[src/rtl/arb_pkg.sv]
// Shared types and the round-robin search function for the 8-way arbiter.
package arb_pkg;

    localparam int N_REQ = 8;
    localparam int IDX_W = 3;

    typedef enum logic {
        IDLE  = 1'b0,
        GRANT = 1'b1
    } state_t;

    // First set request strictly after ptr, wrapping; the slot at ptr is checked last.
    function automatic logic [IDX_W-1:0] rr_pick(
        input logic [N_REQ-1:0] req,
        input logic [IDX_W-1:0] ptr
    );
        logic [IDX_W-1:0] pick;
        logic [IDX_W-1:0] cand;
        logic             found;
        pick  = ptr;
        found = 1'b0;
        for (int i = 1; i <= N_REQ; i++) begin
            cand = ptr + IDX_W'(i);
            if (!found && req[cand]) begin
                pick  = cand;
                found = 1'b1;
            end
        end
        return pick;
    endfunction

endpackage

[src/rtl/onehot8_to_idx.sv]
// Combinational 8:3 one-hot to binary encoder; any non-one-hot input maps to 0.
module onehot8_to_idx
    import arb_pkg::*;
(
    input  logic [N_REQ-1:0] onehot,
    output logic [IDX_W-1:0] idx
);

    always_comb begin
        idx = '0;
        case (onehot)
            8'b0000_0001: idx = 3'd0;
            8'b0000_0010: idx = 3'd1;
            8'b0000_0100: idx = 3'd2;
            8'b0000_1000: idx = 3'd3;
            8'b0001_0000: idx = 3'd4;
            8'b0010_0000: idx = 3'd5;
            8'b0100_0000: idx = 3'd6;
            8'b1000_0000: idx = 3'd7;
            default:      idx = 3'd0;
        endcase
    end

endmodule

[src/rtl/rr_arb8_ctrl.sv]
// Round-robin arbiter for 8 requesters with registered one-hot grant, encoded index
// and an optional hold timeout.
//
// state | meaning
// IDLE  | no grant outstanding; searching req from ptr+1 each cycle
// GRANT | one requester owns the resource until done, withdraw or timeout
module rr_arb8_ctrl
    import arb_pkg::*;
#(
    parameter int MAX_HOLD = 16,
    parameter int CNT_W    = 5
) (
    input  logic             clk,
    input  logic             rst_n,
    input  logic [N_REQ-1:0] req,
    input  logic             done,
    output logic [N_REQ-1:0] gnt,
    output logic [IDX_W-1:0] gnt_idx,
    output logic             gnt_vld,
    output logic             timeout
);

    localparam bit               HOLD_EN   = (MAX_HOLD > 0);
    localparam logic [CNT_W-1:0] HOLD_LAST = CNT_W'((MAX_HOLD > 0) ? MAX_HOLD - 1 : 0);

    state_t           state, state_d;
    logic [IDX_W-1:0] ptr, ptr_d;
    logic [CNT_W-1:0] hold_cnt, hold_cnt_d;
    logic [N_REQ-1:0] gnt_d;
    logic [IDX_W-1:0] gnt_idx_d;
    logic [IDX_W-1:0] enc_idx;
    logic             gnt_vld_d;
    logic             timeout_d;
    logic             rel_done;
    logic             rel_wd;
    logic             rel_to;
    logic [IDX_W-1:0] sel;

    // Index is derived from the same next-grant vector that is registered into gnt.
    onehot8_to_idx u_enc (
        .onehot (gnt_d),
        .idx    (enc_idx)
    );

    always_comb begin
        state_d    = state;
        ptr_d      = ptr;
        hold_cnt_d = hold_cnt;
        gnt_d      = gnt;
        gnt_vld_d  = gnt_vld;
        timeout_d  = 1'b0;
        sel        = rr_pick(req, ptr);
        rel_done   = 1'b0;
        rel_wd     = 1'b0;
        rel_to     = 1'b0;

        case (state)
            IDLE: begin
                if (|req) begin
                    gnt_d      = N_REQ'(1) << sel;
                    gnt_vld_d  = 1'b1;
                    hold_cnt_d = '0;
                    state_d    = GRANT;
                end
            end
            GRANT: begin
                rel_done = done;
                rel_wd   = ~req[gnt_idx];
                rel_to   = HOLD_EN && (hold_cnt == HOLD_LAST);
                if (rel_done || rel_wd || rel_to) begin
                    gnt_d     = '0;
                    gnt_vld_d = 1'b0;
                    ptr_d     = gnt_idx;
                    state_d   = IDLE;
                    // Timeout is flagged only when nothing else explains the release.
                    timeout_d = rel_to && !rel_done && !rel_wd;
                end else if (hold_cnt != '1) begin
                    hold_cnt_d = hold_cnt + CNT_W'(1);
                end
            end
            default: begin
                gnt_d     = '0;
                gnt_vld_d = 1'b0;
                state_d   = IDLE;
            end
        endcase

        gnt_idx_d = gnt_vld_d ? enc_idx : gnt_idx;
    end

    always_ff @(posedge clk or negedge rst_n) begin
        if (!rst_n) begin
            state    <= IDLE;
            ptr      <= '1;
            hold_cnt <= '0;
            gnt      <= '0;
            gnt_idx  <= '0;
            gnt_vld  <= 1'b0;
            timeout  <= 1'b0;
        end else begin
            state    <= state_d;
            ptr      <= ptr_d;
            hold_cnt <= hold_cnt_d;
            gnt      <= gnt_d;
            gnt_idx  <= gnt_idx_d;
            gnt_vld  <= gnt_vld_d;
            timeout  <= timeout_d;
        end
    end

endmodule

[config.mk]
export PLATFORM = sky130hd
export DESIGN_NAME = rr_arb8_ctrl
export DESIGN_NICKNAME = d
export VERILOG_FILES = /design/src/rtl/arb_pkg.sv /design/src/rtl/onehot8_to_idx.sv /design/src/rtl/rr_arb8_ctrl.sv
export SDC_FILE = /design/constraint.sdc
export NUM_CORES = 1
export LEC_CHECK = 0
export ABC_AREA = 1
export CAP_MARGIN = 20
export CORE_UTILIZATION = 26
export CTS_CLUSTER_SIZE = 8
export DETAILED_ROUTE_END_ITERATION = 8
export SLEW_MARGIN = 20
export SYNTH_ARGS = -nofsm -noshare
export SYNTH_HDL_FRONTEND = slang
export SYNTH_HIERARCHICAL = 1
export SYNTH_SLANG_ARGS = --single-unit
[constraint.sdc]
create_clock -name clk -period 3.4 [get_ports clk]
set_input_delay 0.51 -clock clk [delete_from_list [all_inputs] [get_ports clk]]
set_output_delay 0.51 -clock clk [all_outputs]
set_load 0.01 [all_outputs]
==> impl_metrics.json <==
{
  "run_status": "completed",
  "synth_fa_ha_area_frac": 0.03053,
  "clock_latency_ns": 0.26,
  "netlist-cell-type-count": 36,
  "reg2reg_setup_slack_ns": 0.25,
  "die_x_um": 90.79,
  "synth-warning-count": 6,
  "yosys.area.top_type": "nand2_1",
  "synth_xor_area_frac": 0.01709,
  "overflow": 0,
  "ant_nets": 0,
  "grt_pass1_vias": 2080,
  "whs_ns": 0.1979,
  "drc": 0,
  "num-nets-final": 397,
  "yosysSeqAreaShare": 0.2705,
  "diodes": 0,
  "min_period_over_period": 0.9257,
  "arrival_ns": 3.30,
  "drtIter0Drc": 113,
  "routabilityCongestion": 0.8854,
  "core_um2": 7687,
  "finalSetupViolCount": 0,
  "antenna_found_initial": 0,
  "area_growth_pct": 37.91,
  "drt-total-wl_um": 6003,
  "grt_use_met1": 0.1682,
  "holdCritPathClass": "in -> async",
  "seq_area_um2": 554.3,
  "drv_cap": 0,
  "cts_tree": "built",
  "synth_top_family_by_area": "simple AND/OR/NAND/NOR gates",
  "synth_top_area_frac": 0.2436,
  "fmax_ghz": 0.3177,
  "grt_max_degree": 23,
  "ys_ff_latch": 22,
  "syn_inst": 332,
  "multiInputGateArea_um2": 1511,
  "clock_path_buffers": 2,
  "die_area_um2": 8242,
  "track_usage": 0.1370,
  "via_count": 2301,
  "gr-usage-met2": 0.2538,
  "critPathMaxFanout": 8,
  "cts_root_buf": "clkbuf_8",
  "cts-hold-fix-buffers": 0,
  "critPathRequiredTime_ns": 3.55,
  "synthSimpleGateAreaFrac": 0.5256,
  "finalHoldViolations": 0,
  "synth_compound_area_frac": 0.07937,
  "fin_crit_ns": 3.148,
  "drive_gt1_frac": 0.2447,
  "syn-cell-area_um2": 2049,
  "cts.sinks": 22,
  "synth_fp_nets": 348,
  "start_util": 0.2666,
  "slew_headroom": 0.6729,
  "fp-row-count": 32,
  "io_buffers": 23,
  "critPathCaptureType": "flop",
  "yosys-top-cells-area": "nand2_1, dfrtp_1, nand3_1",
  "crit_type": "reg -> reg",
  "fin_worst_skew_ns": 0.005175,
  "worst_pin_slew_ns": 0.4906,
  "drv_slew": 0,
  "cts_buffers": 3,
  "top_usage_layer": "met2",
  "cts.clk_slew.worst_paths_ns": 0.08,
  "io_pins": 24,
  "hpwl_um": 4393,
  "die_y_um": 90.79,
  "met3_usage": 0.009259,
  "dr.pass1.iters": 4,
  "wl_per_cell_um": 12.45,
  "cts_htree_levels": 1,
  "worst_setup_path_start_kind": "flop",
  "fin_tns_setup_ns": 0,
  "synth.area.mux_share": 0,
  "fillerInstances": 849,
  "synth_area_per_cell_um2": 6.173,
  "grt_pass1_wl_um": 9321,
  "viasPerCell": 4.774
}
[what timing repair did]
| action | CTS | global route |
|---|---|---|
| hold endpoints to repair | 0 | 0 |
| gates resized for setup | 0 | 47 |
| setup buffers | 0 | 18 |
| endpoints found under the setup margin | 0 | 3 |
[routing by layer]
metal,part of all wire,up-vias
met4,0.022,0
met1,0.44,1078
met5,0,-
li1,-,1167
met3,0.023,12
met2,0.52,44
[cell usage in the layout (no fill, tap or decap), drive strengths merged]
| cell | count |
|---|---|
| nand4 | 7 |
| clkinv | 1 |
| xor2 | 3 |
| o21bai | 1 |
| ha | 5 |
| bufinv | 1 |
| dfstp | 3 |
| o221ai | 2 |
| nand2 | 141 |
| buf | 27 |
| nor3 | 1 |
| inv | 32 |
| and2 | 1 |
| nor4 | 1 |
| o21a | 2 |
| or4 | 2 |
| nand3b | 3 |
| xnor2 | 1 |
| nand3 | 44 |
| nor2 | 34 |
| a22o | 1 |
| a21oi | 3 |
| clkbuf | 3 |
| dfrtp | 19 |
| nor2b | 1 |
| o32ai | 1 |
| o21ai | 18 |
| clkdlybuf4s50 | 22 |
[Yosys cell counts (all sizes together)]
library cell and instances:
nand4 7, or4 2, nor2b 1, nor3 1, a22o 1, o21a 2, ha 5, clkinv 1
o221ai 2, o21ai 18, xnor2 1, xor2 3, a21oi 3, nor4 1, inv 32, buf 4
o32ai 1, o21bai 1, clkbuf 1, nand3 44, dfrtp 19, nor2 34, nand3b 3, dfstp 3
and2 1, nand2 141
[stage by stage]
| stage | utilization | worst slack, ns | cell area (um2) | std cells |
|---|---|---|---|---|
| global route | 0.3677 | -0.02564 | 2826 | 482 |
| detailed placement | 0.3166 | 0.05446 | 2434 | 460 |
| global placement | 0.3166 | 0.1026 | 2434 | 460 |
| floorplan | - | 0.2318 | 2049 | 332 |
| CTS | 0.3258 | 0.07194 | 2505 | 464 |
| finish | 0.3677 | 0.2525 | 2826 | 482 |
[flip-flops by register name, summed over array words and instances (netlist names)]
name	flops
gnt	8
ptr	3
hold_cnt	5
gnt_idx	3
state	1
gnt_vld	1
timeout	1
[critical path, cell delays in order, from the launching register on]
cell     delay [ns]
dfstp_2        0.57
inv_4          0.07
ha_4           0.28
buf_6          0.12
nand3_2        0.09
nand2_1        0.08
nand2_1        0.08
nand2_4        0.10
buf_4          0.14
nand4_4        0.12
nor2_4         0.13
nor2_1         0.06
nand2_1        0.06
nand2_1        0.04
nand2_1        0.09
nand3_2        0.12
o21ai_1        0.17
nand2_1        0.09
nand2_2        0.12
nor2_2         0.07
nand2_2        0.08
nor2_1         0.04
nor2_1         0.11
nand2_1        0.06
nand2_1        0.06
o21ai_1        0.07
[logic make-up after synthesis]
| logic type | count (synthesis) |
|---|---|
| buffers and inverters | 38 |
| AO/OA/AOI/OAI | 28 |
| flip-flops | 22 |
| AND/OR/NAND/NOR | 235 |
| XOR/XNOR | 4 |
| adder cells (fa/ha/maj) | 5 |
[cell type report]
cell class                 instances  area share
tap                              102     0.04515
timing repair buffer              49      0.1541
multi-input combinational        272      0.5348
clock inverter                     1     0.01062
sequential                        22      0.1961
clock buffer                       3     0.01461
inverter                          33     0.04471
[path summary, 6_finish.rpt]
check	startpoint	to	cells after the start
worst max-delay path	ptr[1]$_DFFE_PN1P_	gnt_idx[0]$_DFFE_PN0P_	25
worst min-delay path	rst_n	state$_DFF_PN0_	1
worst max register to register	ptr[1]$_DFFE_PN1P_	gnt_idx[0]$_DFFE_PN0P_	25
worst min register to register	hold_cnt[1]$_DFFE_PN0P_	hold_cnt[1]$_DFFE_PN0P_	1
max in group asynchronous	rst_n	ptr[1]$_DFFE_PN1P_	1
min in group clk	hold_cnt[1]$_DFFE_PN0P_	hold_cnt[1]$_DFFE_PN0P_	1
Power is left out: the tool's default activity adds up to more than one toggle a clock period on the data nets, which glitch-free logic cannot reach.
